<file path="src/rtl/usb_pkg.sv">
// Shared types for the USB full-speed receive path: line states, rx FSM states, sync pattern.
package usb_pkg;

  // Encoding is {D+, D-} so the synchronizer output maps directly.
  typedef enum logic [1:0] {
    LS_SE0 = 2'b00,
    LS_K   = 2'b01,
    LS_J   = 2'b10,
    LS_SE1 = 2'b11
  } line_e;

  typedef enum logic [1:0] {
    RX_IDLE,
    RX_SYNC,
    RX_DATA,
    RX_ERROR
  } rx_state_e;

  // Decoded bits expected after the first K of sync; bit i is the i-th bit.
  localparam logic [6:0] SYNC_BITS = 7'b1000000;
  localparam logic [2:0] SYNC_LAST = 3'd6;

endpackage

</file>
<file path="src/rtl/usb_rx_sync.sv">
// Two-flop synchronizer for D+/D- plus line-state encoder (SE1 reported as J).
module usb_rx_sync
  import usb_pkg::*;
(
  input  logic  clk,
  input  logic  rst,
  input  logic  d_plus_in,
  input  logic  d_minus_in,
  output line_e line_o
);

  logic [1:0] meta_q;
  logic [1:0] sync_q;

  always_ff @(posedge clk) begin
    if (rst) begin
      meta_q <= 2'b10;
      sync_q <= 2'b10;
    end else begin
      meta_q <= {d_plus_in, d_minus_in};
      sync_q <= meta_q;
    end
  end

  always_comb begin
    line_o = LS_J;
    case (sync_q)
      2'b00:   line_o = LS_SE0;
      2'b01:   line_o = LS_K;
      default: line_o = LS_J;
    endcase
  end

endmodule

</file>
<file path="src/rtl/usb_rx_phy.sv">
// USB full-speed receive PHY: bit recovery, NRZI decode, sync detect, unstuffing, EOP.
// Optional: define USB_RX_STUFF_CHECK_EN to flag a stuff bit that decodes as 1.
module usb_rx_phy
  import usb_pkg::*;
#(
  parameter int CLKS_PER_BIT = 8
) (
  input  logic       clk,
  input  logic       rst,
  input  logic       d_plus_in,
  input  logic       d_minus_in,
  output logic [7:0] rx_data,
  output logic       rx_data_valid,
  output logic       rx_active,
  output logic       rx_packet_done,
  output logic       rx_error,
  output rx_state_e  rx_state_dbg
);

  localparam int CW = $clog2(CLKS_PER_BIT);
  localparam logic [CW-1:0] HALF = CW'(CLKS_PER_BIT / 2);
  localparam logic [CW-1:0] WRAP = CW'(CLKS_PER_BIT - 1);

  line_e     line, line_q, samp_prev_q;
  logic [CW-1:0] cnt_q, cnt_d;
  rx_state_e state_q, state_d;
  logic [2:0] sync_cnt_q, sync_cnt_d;
  logic [7:0] shift_q, shift_d;
  logic [2:0] ones_q, ones_d;
  logic [2:0] bit_cnt_q, bit_cnt_d;
  logic       se0_q, se0_d;
  logic [7:0] data_q, data_d;
  logic       valid_q, valid_d, done_q, done_d, err_q, err_d;
  logic       sample, decoded;
  line_e      samp;

  usb_rx_sync u_sync (
    .clk        (clk),
    .rst        (rst),
    .d_plus_in  (d_plus_in),
    .d_minus_in (d_minus_in),
    .line_o     (line)
  );

  // cnt_q counts how long line_q has been stable, so line_q is the sampled state.
  assign cnt_d   = (line != line_q) ? '0 : ((cnt_q == WRAP) ? '0 : cnt_q + CW'(1));
  assign sample  = (cnt_q == HALF);
  assign samp    = line_q;
  assign decoded = (samp == samp_prev_q);

  always_ff @(posedge clk) begin
    if (rst) begin
      line_q      <= LS_J;
      samp_prev_q <= LS_J;
      cnt_q       <= '0;
      state_q     <= RX_IDLE;
      sync_cnt_q  <= '0;
      shift_q     <= '0;
      ones_q      <= '0;
      bit_cnt_q   <= '0;
      se0_q       <= 1'b0;
      data_q      <= 8'h00;
      valid_q     <= 1'b0;
      done_q      <= 1'b0;
      err_q       <= 1'b0;
    end else begin
      line_q      <= line;
      cnt_q       <= cnt_d;
      if (sample) samp_prev_q <= samp;
      state_q     <= state_d;
      sync_cnt_q  <= sync_cnt_d;
      shift_q     <= shift_d;
      ones_q      <= ones_d;
      bit_cnt_q   <= bit_cnt_d;
      se0_q       <= se0_d;
      data_q      <= data_d;
      valid_q     <= valid_d;
      done_q      <= done_d;
      err_q       <= err_d;
    end
  end

  always_comb begin
    state_d    = state_q;
    sync_cnt_d = sync_cnt_q;
    shift_d    = shift_q;
    ones_d     = ones_q;
    bit_cnt_d  = bit_cnt_q;
    se0_d      = se0_q;
    data_d     = data_q;
    valid_d    = 1'b0;
    done_d     = 1'b0;
    err_d      = 1'b0;
    if (sample) begin
      case (state_q)
        RX_IDLE: begin
          if (samp == LS_K) begin
            state_d    = RX_SYNC;
            sync_cnt_d = '0;
          end
        end
        RX_SYNC: begin
          if (samp == LS_SE0 || decoded != SYNC_BITS[sync_cnt_q]) begin
            state_d = RX_IDLE;
          end else if (sync_cnt_q == SYNC_LAST) begin
            state_d   = RX_DATA;
            shift_d   = '0;
            ones_d    = '0;
            bit_cnt_d = '0;
            se0_d     = 1'b0;
          end else begin
            sync_cnt_d = sync_cnt_q + 3'd1;
          end
        end
        RX_DATA: begin
          if (samp == LS_SE0) begin
            se0_d = 1'b1;
          end else if (se0_q) begin
            se0_d = 1'b0;
            if (samp == LS_J) begin
              state_d = RX_IDLE;
              done_d  = (bit_cnt_q == 3'd0);
              err_d   = (bit_cnt_q != 3'd0);
            end else begin
              state_d = RX_ERROR;
              err_d   = 1'b1;
            end
          end else if (ones_q == 3'd6) begin
            ones_d = '0;
`ifdef USB_RX_STUFF_CHECK_EN
            if (decoded) begin
              state_d = RX_ERROR;
              err_d   = 1'b1;
            end
`endif
          end else begin
            shift_d   = {decoded, shift_q[7:1]};
            ones_d    = decoded ? ones_q + 3'd1 : 3'd0;
            bit_cnt_d = bit_cnt_q + 3'd1;
            if (bit_cnt_q == 3'd7) begin
              data_d  = {decoded, shift_q[7:1]};
              valid_d = 1'b1;
            end
          end
        end
        RX_ERROR: begin
          if (samp == LS_SE0) begin
            se0_d = 1'b1;
          end else begin
            se0_d = 1'b0;
            if (se0_q && samp == LS_J) state_d = RX_IDLE;
          end
        end
        default: state_d = RX_IDLE;
      endcase
    end
  end

  assign rx_data        = data_q;
  assign rx_data_valid  = valid_q;
  assign rx_active      = (state_q == RX_DATA);
  assign rx_packet_done = done_q;
  assign rx_error       = err_q;
  assign rx_state_dbg   = state_q;

endmodule

</file>
<file path="config.mk">
export PLATFORM = sky130hd
export DESIGN_NAME = usb_rx_phy
export DESIGN_NICKNAME = d
export VERILOG_FILES = /design/src/rtl/usb_pkg.sv /design/src/rtl/usb_rx_sync.sv /design/src/rtl/usb_rx_phy.sv
export SDC_FILE = /design/constraint.sdc
export NUM_CORES = 1
export LEC_CHECK = 0
export ABC_AREA = 0
export BUFFER_PORTS_ARGS = -buffer_cell sky130_fd_sc_hd__buf_2
export CORE_UTILIZATION = 45
export DETAILED_ROUTE_END_ITERATION = 6
export PLACE_DENSITY = 0.74
export SLEW_MARGIN = 0
export SYNTH_ARGS = -nofsm -noshare
export SYNTH_HDL_FRONTEND = slang
export SYNTH_SLANG_ARGS = --single-unit
</file>
<file path="constraint.sdc">
create_clock -name clk -period 3.35 [get_ports clk]
set_clock_uncertainty 0.1 [all_clocks]
set_input_delay 0.1675 -clock clk [delete_from_list [all_inputs] [get_ports clk]]
set_output_delay 0.1675 -clock clk [all_outputs]
set_load 0.02 [all_outputs]
</file>
==> After elaboration in Yosys (flattened, before gate mapping) <==
Memories as Yosys holds them, arrays and structs flattened. A register that Yosys moved wholly into a read port is not among the register bits.
Cells that the tools add are included.
{ "totals": {"memories": 1, "output_inout_bits": 14, "regBits": 42, "rom_bits": 8, "in_bits": 4, "word_cells": 113} }
{ "op_classes": {"bitwise": 6, "n_addsub": 4, "n_eq_ne": 25, "mux": 40, "n_reduce_logical": 21, "order_cmp": 1} }
{ "memory_table": {"columns": ["memory", "depth", "width", "rd", "rd_ports_with_merged_regs", "write_ports", "line", "source"], "rows": [
  ["(name not given)", 8, 1, 1, 1, 0, "usb_rx_phy.sv:103", "if (samp == LS_SE0 || decoded != SYNC_BITS[sync_cnt_q]) begin"]
]} }
{ "ops": {"columns": ["cell", "n"], "rows": [
  ["two-way mux 3 bit", 14],
  ["two-way mux 8 bit", 5],
  ["!= test 2 bit (second input constant)", 9],
  ["case mux 3 bit (2 select lines)", 3],
  ["two-way mux 2 bit", 8],
  ["case mux 8 bit (2 select lines)", 1],
  ["== test 3 bit (second input constant)", 5],
  ["AND reduction 7 bit", 2],
  ["adder 3 x 1 -> 3 bit (second input constant)", 4],
  ["AND reduction 6 bit", 2],
  ["OR reduction 6 bit", 2],
  ["case mux 2 bit (4 select lines)", 1],
  ["== test 2 x 1 -> 1 bit (second input constant)", 3],
  ["== test 2 bit (second input constant)", 3],
  ["zero test 2 bit", 3],
  ["two-way mux 1 bit", 6],
  ["inverter 1 bit", 6],
  ["nonzero test 2 bit", 3],
  ["AND reduction 5 bit", 1],
  ["OR reduction 5 bit", 1],
  ["< comparator 3 x 4 -> 1 bit (second input constant)", 1],
  ["case mux 2 bit (2 select lines)", 1],
  ["AND reduction 4 bit", 1],
  ["zero test 3 bit", 1],
  ["11 further kinds", 11]
]} }

==> Logic depth before layout (Yosys ltp) <==
Gate-level depths: netlist of run 1.
{ "logic_depth": {"ltp_word": 8, "depth_mapped": 9, "depth_no_buf": 8} }

==> By module <==
From an unflattened synthesis of run 1, not the netlist that was laid out.
{ "unflattened": {"cells_unflattened": 221, "area_unflattened_um2": 2003.2} }
{ "modules_own_cells": {"columns": ["mod", "cells_per_inst", "instances", "area_per_inst_um2", "seq_area_each_um2"], "rows": [
  ["usb_rx_phy", 211, 1, 1888.1, 760.7],
  ["usb_rx_sync", 10, 1, 115.1, 80.1]
]} }

==> Worst setup path after synthesis of run 1 <==
Ideal clock, no wire load.
{ "synth_path": {"path_type": "flip-flop to flip-flop", "from": "register state_q[0], in the netlist rx_state_dbg[0]", "to": "register bit_cnt_q[0]", "required_time_ns": 3.163, "setup_slack_ns": 1.587, "setup_time_ns": 0.087, "period_less_slack_ns": 1.763, "stages_incl_launch_ff": 9, "arrival_ns": 1.576, "n_path_buf": 1, "path_cell_list": "dfxtp_1 nand2b_4 inv_2 a21oi_1 nand2_2 a311oi_4 buf_6 nand3_1 o31ai_1"} }
{ "synth_via": {"elab_chain_cells": 3, "word_cells_on_any_way": 10, "classes_between": "7 x eq/ne; 1 x mux; 2 x reduce/logical"} }
{ "synth_rtl": {"columns": ["element", "line", "source"], "rows": [
  ["start: declaration", "usb_rx_phy.sv:26", "rx_state_e state_q, state_d;"],
  ["start signal: assignment", "usb_rx_phy.sv:70", "state_q <= state_d;"],
  ["== test 2 bit (*)", null, null],
  ["net rx_active", "usb_rx_phy.sv:14", "output logic rx_active,"],
  ["!= test 2 bit (no source line) / nonzero test 2 bit (equally long branches)", null, null],
  ["AND reduction 7 bit (no source line)", null, null],
  ["end signal: assignment", "usb_rx_phy.sv:74", "bit_cnt_q <= bit_cnt_d;"],
  ["end: declaration", "usb_rx_phy.sv:30", "logic [2:0] bit_cnt_q, bit_cnt_d;"]
]} }
The timed path passes the listed nets; every way through them passes the cells marked *.
A chain may end at the register's enable or synchronous reset.

==> Worst setup path after layout of run 1 <==
{ "layout_path": {"from": "register state_q[0], in the netlist rx_state_dbg[0]", "to": "register shift_q[7]"} }
{ "layout_via": {"elab_chain_cells": 3, "word_cells_on_any_way": 10, "classes_between": "7 x eq/ne; 1 x mux; 2 x reduce/logical"} }
{ "layout_rtl": {"columns": ["element", "line", "source"], "rows": [
  ["== test 2 x 1 -> 1 bit / == test 2 bit (equally long branches)", "usb_rx_phy.sv:95", "case (state_q)"],
  ["!= test 2 bit (no source line) / nonzero test 2 bit (equally long branches)", null, null],
  ["AND reduction 7 bit (no source line)", null, null],
  ["end signal: assignment", "usb_rx_phy.sv:72", "shift_q <= shift_d;"],
  ["end: declaration", "usb_rx_phy.sv:28", "logic [7:0] shift_q, shift_d;"]
]} }
Parallel ways exist; a longest one is shown, timed or not.

==> results_dict.tcl, run 1 <==
set metrics [dict create \
    drcViolationCount 0 \
    required_ns 3.48 \
    hold_violations 0 \
    crit_fanout 20 \
    ys_seq_elements 42 \
    grt.total_usage 0.174 \
    die_h_um 69.5 \
    finalSetupViolCount 0 \
    placed_cell_area_um2 2120 \
    end_kind "register" \
    grt_start_max_net_pins 31 \
    dieArea_um2 4830 \
    hold_class "primary input to register" \
    wl_per_cell_um 12.6 \
    fmax_ghz 0.444 \
    first_iter_violations 87 \
    row_count 24 \
    critPathKind "register to register" \
    cap_violations 0 \
    fillers 400 \
    dp.cells 282 \
    finalSetupTns_ns 0 \
    start_util 0.471 \
    root_buffer "clkbuf_8" \
    whs_ns 0.248 \
    synthArstFlopShare 0 \
    power.density_nw_per_um2 393 \
    num_vias 1593 \
    drt_wl_total_mm 3.67 \
    core_um2 4350 \
    avgSynthCellArea_um2 9.07 \
    rsz0062_at_grt "false" \
    overflow 0 \
    peakVddDrop_mv 0.340 \
    synth_edf_count 0 \
    cts.sinks 42 \
    ys_top_cells_by_area "dfxtp_1, mux2i_1, ha_1, nand3_1, nand2_1" \
    layout_common_cells "dfxtp_1, nand2_1, nor2_1" \
    cts.repair.resized 0 \
    stdcell_count 292 \
    portBuffers 17 \
    dp_hpwl_mm 2.54 \
    clkTransAtPathRegs_ns 0.08 \
    die_x_um 69.5 \
    syn_nets 240 \
    maxSlewViolCount 0 \
    grt_pass1_vias 1528 \
    diodes 0 \
    crit_arrival_ns 2.38 \
    min_period_ns 2.25 \
    syn_area_um2 2050 \
    io_pins 18 \
    fin_nets 253 \
    cts-buffers-inserted 5 \
    grt_pass1_wl_mm 6.81 \
    max_slew_margin 0.497 \
    layout_commonest_cell "dfxtp_1" \
    design_area_um2 2220 \
    cts_max_path_buffers 2 \
    post_cts_buffers 0 \
    p_leak_uw 0.000882 \
    fin_crit_sh 0.672 \
    hold_depth 2 \
    setup_ws_ns 1.10 \
    vias_per_cell 5.46 \
    tightestPinTransition_ns 0.755 \
    antenna_found_initial 0 \
    cts_tree "built" \
    critPathLaunchType "register" \
    status "complete, no violations" \
    clkLatencyLatePin_ns 0.29 \
    r2r.worst_path.cells 7 \
    layout-drive-gt1-share 0.179 \
    yosys_most_used_dff "dfxtp_1" \
    yosys_warnings 0 \
    ant_nets 0 \
    h-tree-depth 2 \
    synth_cell_types 51 \
    syn_inst 226 \
    drt_first_pass_iters 4 \
    synth_top_area_frac 0.410 \
    yosys.area.top_type "dfxtp_1" \
    dp_slack_ns 1.14 \
    place.gp.congestion 0.780 \
    synth-seq-area-share 0.410 \
    area_delta_synth_final_pct 8.48 \
]
==> sequential cells by signal, indices dropped and copies added, names as in the netlist, named ones only <==
signal / count
rx_data: 8
shift_q: 7
bit_cnt_q: 3
cnt_q: 3
ones_q: 3
sync_cnt_q: 3
line_q: 2
rx_state_dbg: 2
samp_prev_q: 2
u_sync.meta_q: 2
u_sync.sync_q: 2
rx_data_valid: 1
rx_error: 1
rx_packet_done: 1
se0_q: 1
==> metal layers <==
metal / up-vias / track usage / wire length [µm]
li1: 813 / - / -
met1: 744 / 0.219 / 1750
met2: 32 / 0.289 / 1750
met3: 4 / 0.0363 / 124
met4: 0 / 0.0703 / 44
met5: - / 0 / 0
==> critical path, cell delays in order, from the launching register on <==
cell      delay (ns)
dfxtp_1         0.61
nand2b_4        0.24
inv_2           0.06
a21oi_1         0.15
nand2_2         0.12
a311oi_4        0.64
nand3_1         0.15
o21ai_1         0.12
==> cell usage after synthesis, types with 2 or more instances <==
library cell,instances
and3_1,4
a21oi_1,8
nor3_1,5
buf_4,3
o31ai_1,4
o21ai_0,2
ha_1,10
nor2b_1,3
nand4_1,2
nand3b_1,3
nor2_1,19
dfxtp_1,42
nand3_1,16
and2_1,4
o21ai_1,9
nand2b_1,2
o21ai_2,2
a31o_1,2
clkbuf_1,6
a31oi_1,3
nand2_2,2
inv_1,10
or2_2,3
nand2_1,20
mux2i_1,13
buf_6,3
xor2_1,2
==> cells by family after synthesis <==
family          Yosys count  share of synthesized area
fa+ha+maj                10                     0.0610
simple gates             93                      0.239
mux                      14                     0.0708
compound gates           41                      0.149
flops                    42                      0.410
xor+xnor                  2                    0.00854
buf+inv                  24                     0.0610
==> stage by stage <==
step            util  power (µW)
2_1_floorplan      -         554
3_3_place_gp   0.486         562
3_5_place_dp   0.486         563
4_1_cts        0.511         885
5_1_grt        0.511         912
6_report       0.511         875
==> layout make-up <==
cell class	instances	area, µm²	area share
inverter	11	41.3	0.0186
multi-input combinational	160	1080	0.488
tap	52	65.1	0.0292
sequential	42	841	0.378
clock buffer	5	68.8	0.0309
clock inverter	3	18.8	0.00844
timing repair buffer	19	105	0.0472
==> where the power goes <==
part           internal (µW)  switching (µW)  total, µW
combinational           15.2            24.0       39.2
clock                    147             176        322
sequential               507            6.73        513
total                    668             206        875
==> what timing repair did <==
item	in CTS	in global routing
endpoints found under the hold margin	2	0
hold buffers	2	0
endpoints found under the setup margin	0	0
==> worst paths after layout <==
kind	from	end	slack [ns]
worst max-delay path	rx_state_dbg[0]	shift_q[7]	1.10
worst min-delay path	rst	rx_data[0]	0.25
worst max register to register	rx_state_dbg[0]	shift_q[7]	1.10
worst min register to register	u_sync.meta_q[1]	u_sync.sync_q[1]	0.32
Power figures use the tool's default switching activity.
==> run 2: changes to the inputs <==
Settings changed: PLACE_DENSITY 0.74 to 0.76.
Clock period 3.35 ns to 1.95 ns, I/O delays scaled along.
==> results_dict.tcl, run 2 (synthesized netlist as in run 1, its figures left out) <==
set metrics [dict create \
    status "complete, no violations" \
    ant_nets 0 \
    maxSlewViolCount 0 \
    fin_nets 261 \
    place.gp.congestion 0.819 \
    power.density_nw_per_um2 653 \
    critPathKind "register to register" \
    crit_start "samp_prev_q[0]" \
    dp.cells 290 \
    design_area_um2 2330 \
    peakVddDrop_mv 0.516 \
    root_buffer "clkbuf_8" \
    end_kind "register" \
    hold_violations 0 \
    clkTransAtPathRegs_ns 0.07 \
    row_count 24 \
    first_iter_violations 68 \
    post_cts_buffers 0 \
    dieArea_um2 4830 \
    num_vias 1606 \
    drt_first_pass_iters 4 \
    diodes 0 \
    fillers 393 \
    worstPathCellList "nand3b_1 -> a21oi_1 -> o21ai_2 -> nand2_2 -> a221oi_1 -> nor3_1" \
    drcViolationCount 0 \
    cts-buffers-inserted 5 \
    grt_pass1_vias 1501 \
    grt_pass1_wl_mm 6.90 \
    clkLatencyLatePin_ns 0.29 \
    rsz0062_at_grt "false" \
    cts_max_path_buffers 2 \
    h-tree-depth 2 \
    hold_class "primary input to register" \
    antenna_found_initial 0 \
    largest_reg_flops 8 \
    cts.sinks 42 \
    die_h_um 69.5 \
    required_ns 2.02 \
    min_period_ns 1.84 \
    drt_wl_total_mm 3.86 \
    critPathLaunchType "register" \
    area_delta_synth_final_pct 13.8 \
    rrSetupSlack_ns 0.11 \
    crit_fanout 6 \
    wl_per_cell_um 12.9 \
    tightestPinTransition_ns 0.470 \
    layout_commonest_cell "dfxtp_1" \
    portBuffers 17 \
    placed_cell_area_um2 2200 \
    cap_violations 0 \
    grt.total_usage 0.180 \
    cts_tree "built" \
    layout-drive-gt1-share 0.222 \
    layout_common_cells "dfxtp_1, nand2_1, nor2_1" \
    critical_path.n_buffers_inverters 0 \
    p_leak_uw 0.000931 \
    finalSetupTns_ns 0 \
    dp_hpwl_mm 2.67 \
    grt_start_max_net_pins 26 \
    fmax_ghz 0.543 \
    crit_arrival_ns 1.91 \
    start_util 0.471 \
    io_pins 18 \
    path_delay_family "compound AO/OA/AOI/OAI gates" \
    finalSetupViolCount 0 \
    fin_crit_sh 0.945 \
    r2r_start "samp_prev_q[0]" \
    min-delay-start "rst" \
    core_um2 4350 \
    slowest_delay_ns 0.43 \
    stdcell_count 300 \
    max_slew_margin 0.687 \
    cp_slowest_cell "dfxtp_1" \
    vias_per_cell 5.35 \
    overflow 0 \
    die_x_um 69.5 \
]
run 2: path summary, 6_finish.rpt:
path	end	cells past startpoint
worst max register to register	rx_state_dbg[1]	6
worst min-delay path	rx_data[5]	2
worst min register to register	u_sync.sync_q[1]	1
worst max-delay path	rx_state_dbg[1]	6
run 2: layout make-up:
class	count	area (µm²)	area share
Clock buffer	7	86.3	0.0370
Clock inverter	1	5.00	0.00214
Inverter	11	41.3	0.0177
Multi-Input combinational cell	160	1100	0.473
Sequential cell	42	842	0.361
Tap cell	52	65.1	0.0279
Timing Repair Buffer	27	190	0.0815
run 2: metal layers:
metal	share of wire	track usage
met4	0.016	0.0658
met1	0.49	0.232
met5	0	0
met2	0.44	0.278
met3	0.048	0.0610
run 2: through the flow:
stage | total power (µW) | worst slack, ns | hold slack (ns) | util
2_1_floorplan | 951 | 0.187 | 0.101 | -
3_3_place_gp | 970 | 0.137 | 0.184 | 0.506
3_5_place_dp | 971 | 0.103 | 0.184 | 0.506
4_1_cts | 1540 | 0.0674 | 0.140 | 0.531
5_1_grt | 1600 | 0.00267 | 0.159 | 0.536
6_report | 1520 | 0.107 | 0.145 | 0.536
run 2: timing repair:
item	4_1_cts	5_1_grt
endpoints found under the hold margin	2	0
hold buffers	2	0
resized for setup	0	6
endpoints found under the setup margin	0	11
run 2: worst register-to-register path: stages, from the launching register on:
cell and delay (ns):
dfxtp_1 0.43, nand3b_1 0.15, a21oi_1 0.09, o21ai_2 0.37
nand2_2 0.14, a221oi_1 0.36, nor3_1 0.09
run 2: where the power goes:
part	switching (µW)	internal, µW
Combinational	45.3	30.6
Sequential	10.3	871
Clock	282	285
Total	338	1190
==> run 3: changes to the inputs <==
Settings changed: PLACE_DENSITY 0.76 to 0.71.
==> results_dict.tcl, run 3 (synthesized netlist as in run 1, its figures left out) <==
set metrics [dict create \
    status "complete, no violations" \
    max_slew_margin 0.718 \
    die_h_um 69.5 \
    portBuffers 17 \
    io_pins 18 \
    drt_wl_total_mm 4.04 \
    peakVddDrop_mv 0.471 \
    place.gp.congestion 0.835 \
    hold_depth 2 \
    antenna_found_initial 0 \
    diodes 0 \
    layout-drive-gt1-share 0.221 \
    critPathLaunchType "register" \
    hold_violations 0 \
    finalSetupViolCount 0 \
    grt_pass1_wl_mm 6.94 \
    crit_arrival_ns 1.92 \
    largest_reg_flops 8 \
    clkTransAtPathRegs_ns 0.08 \
    finalSetupTns_ns 0 \
    post_cts_buffers 0 \
    overflow 0 \
    drcViolationCount 0 \
    fin_nets 262 \
    r2r.worst_path.cells 9 \
    r2r_start "sync_cnt_q[0]" \
    root_buffer "clkbuf_8" \
    layout_commonest_cell "dfxtp_1" \
    drt_first_pass_iters 4 \
    min-delay-start "rst" \
    cts_max_path_buffers 2 \
    row_count 24 \
    grt_pass1_vias 1528 \
    grt_start_max_net_pins 21 \
    tightestPinTransition_ns 0.423 \
    wl_per_cell_um 13.4 \
    layout_common_cells "dfxtp_1, nand2_1, nor2_1" \
    cap_violations 0 \
    rsz0062_at_grt "false" \
    r2r_end "bit_cnt_q[2]" \
    fmax_ghz 0.550 \
    cts_tree "built" \
    num_vias 1618 \
    power.density_nw_per_um2 665 \
    fin_crit_sh 0.932 \
    start_util 0.471 \
    crit_start "sync_cnt_q[0]" \
    crit_fanout 20 \
    min_to "sync_cnt_q[1]" \
    required_ns 2.05 \
    area_delta_synth_final_pct 13.2 \
    p_leak_uw 0.000930 \
    final_util 0.533 \
    vias_per_cell 5.38 \
    dp_hpwl_mm 2.83 \
    maxSlewViolCount 0 \
    grt.total_usage 0.177 \
    core_um2 4350 \
    dieArea_um2 4830 \
    hold_class "primary input to register" \
    rrSetupSlack_ns 0.13 \
    end_kind "register" \
    critPathKind "register to register" \
    clkLatencyLatePin_ns 0.29 \
    die_x_um 69.5 \
    cts.sinks 42 \
    first_iter_violations 132 \
    min_period_ns 1.82 \
    cts-buffers-inserted 5 \
    h-tree-depth 2 \
    ant_nets 0 \
]
run 3: changes by cell type in the layout (fill, tap and decap cells not counted), sizes merged:
| cell | before | now |
|---|---|---|
| clkinvlp | 0 | 1 |
| buf | 25 | 26 |
| clkbuf | 7 | 6 |
run 3: timing repair:
action / 4_1_cts / 5_1_grt
hold endpoints to repair: 2 / 0
gates resized for setup: 0 / 3
endpoints found under the setup margin: 0 / 10
hold buffers: 2 / 0
run 3: critical path: stages, from the launching register on:
cell and delay [ns]:
dfxtp_1 0.34, inv_1 0.08, ha_1 0.15, and2_1 0.19, a22o_1 0.16, nand2_2 0.09
a311oi_4 0.27, buf_12 0.19, nand3_1 0.08, o31ai_1 0.08
run 3: power by group:
part	total (µW)	switching (µW)	internal, µW
combinational	78.3	46.2	32.1
clock	583	298	285
sequential	882	11.2	870
run 3: per-stage QoR:
stage / hold slack (ns) / cells / total power [µW] / area, µm² / worst slack (ns)
final: 0.0337 / 301 / 1540 / 2320 / 0.132
after global routing: 0.0230 / 301 / 1610 / 2320 / 0.00960
after CTS: 0.0285 / 301 / 1550 / 2310 / 0.0678
after detailed placement: 0.181 / 291 / 976 / 2200 / 0.0813
after global placement: 0.181 / 291 / 973 / 2200 / 0.104
after floorplan: 0.101 / 226 / 951 / 2050 / 0.187
run 3: how the worst max path moves through the flow:
stage	end	slack, ns	depth (start not counted)
2_1_floorplan	bit_cnt_q[0]	0.19	8
3_3_place_gp	register	0.10	5
3_5_place_dp	rx_data[2]	0.08	8
4_1_cts	rx_data[2]	0.07	8
5_1_grt	rx_data[7]	0.01	8
6_report	bit_cnt_q[2]	0.13	9
run 3: area by class of cell:
cell class              count  area (µm²)
fillers                   394        2030
multi-input cells         160        1090
flip-flops and latches     42         842
repair buffers             28         185
clock buffers               6        82.6
well taps                  52        65.1
inverters                  11        41.3
clock inverters             2        12.5
run 3: layer usage:
layer	global-route usage	share of wire	routed length [µm]	vias to the layer above
met2	0.287	0.47	1890	27
met4	0.0499	0.0064	26	0
met1	0.234	0.49	2000	765
met3	0.0436	0.030	123	2
li1	-	-	-	824
met5	0	0	0	-
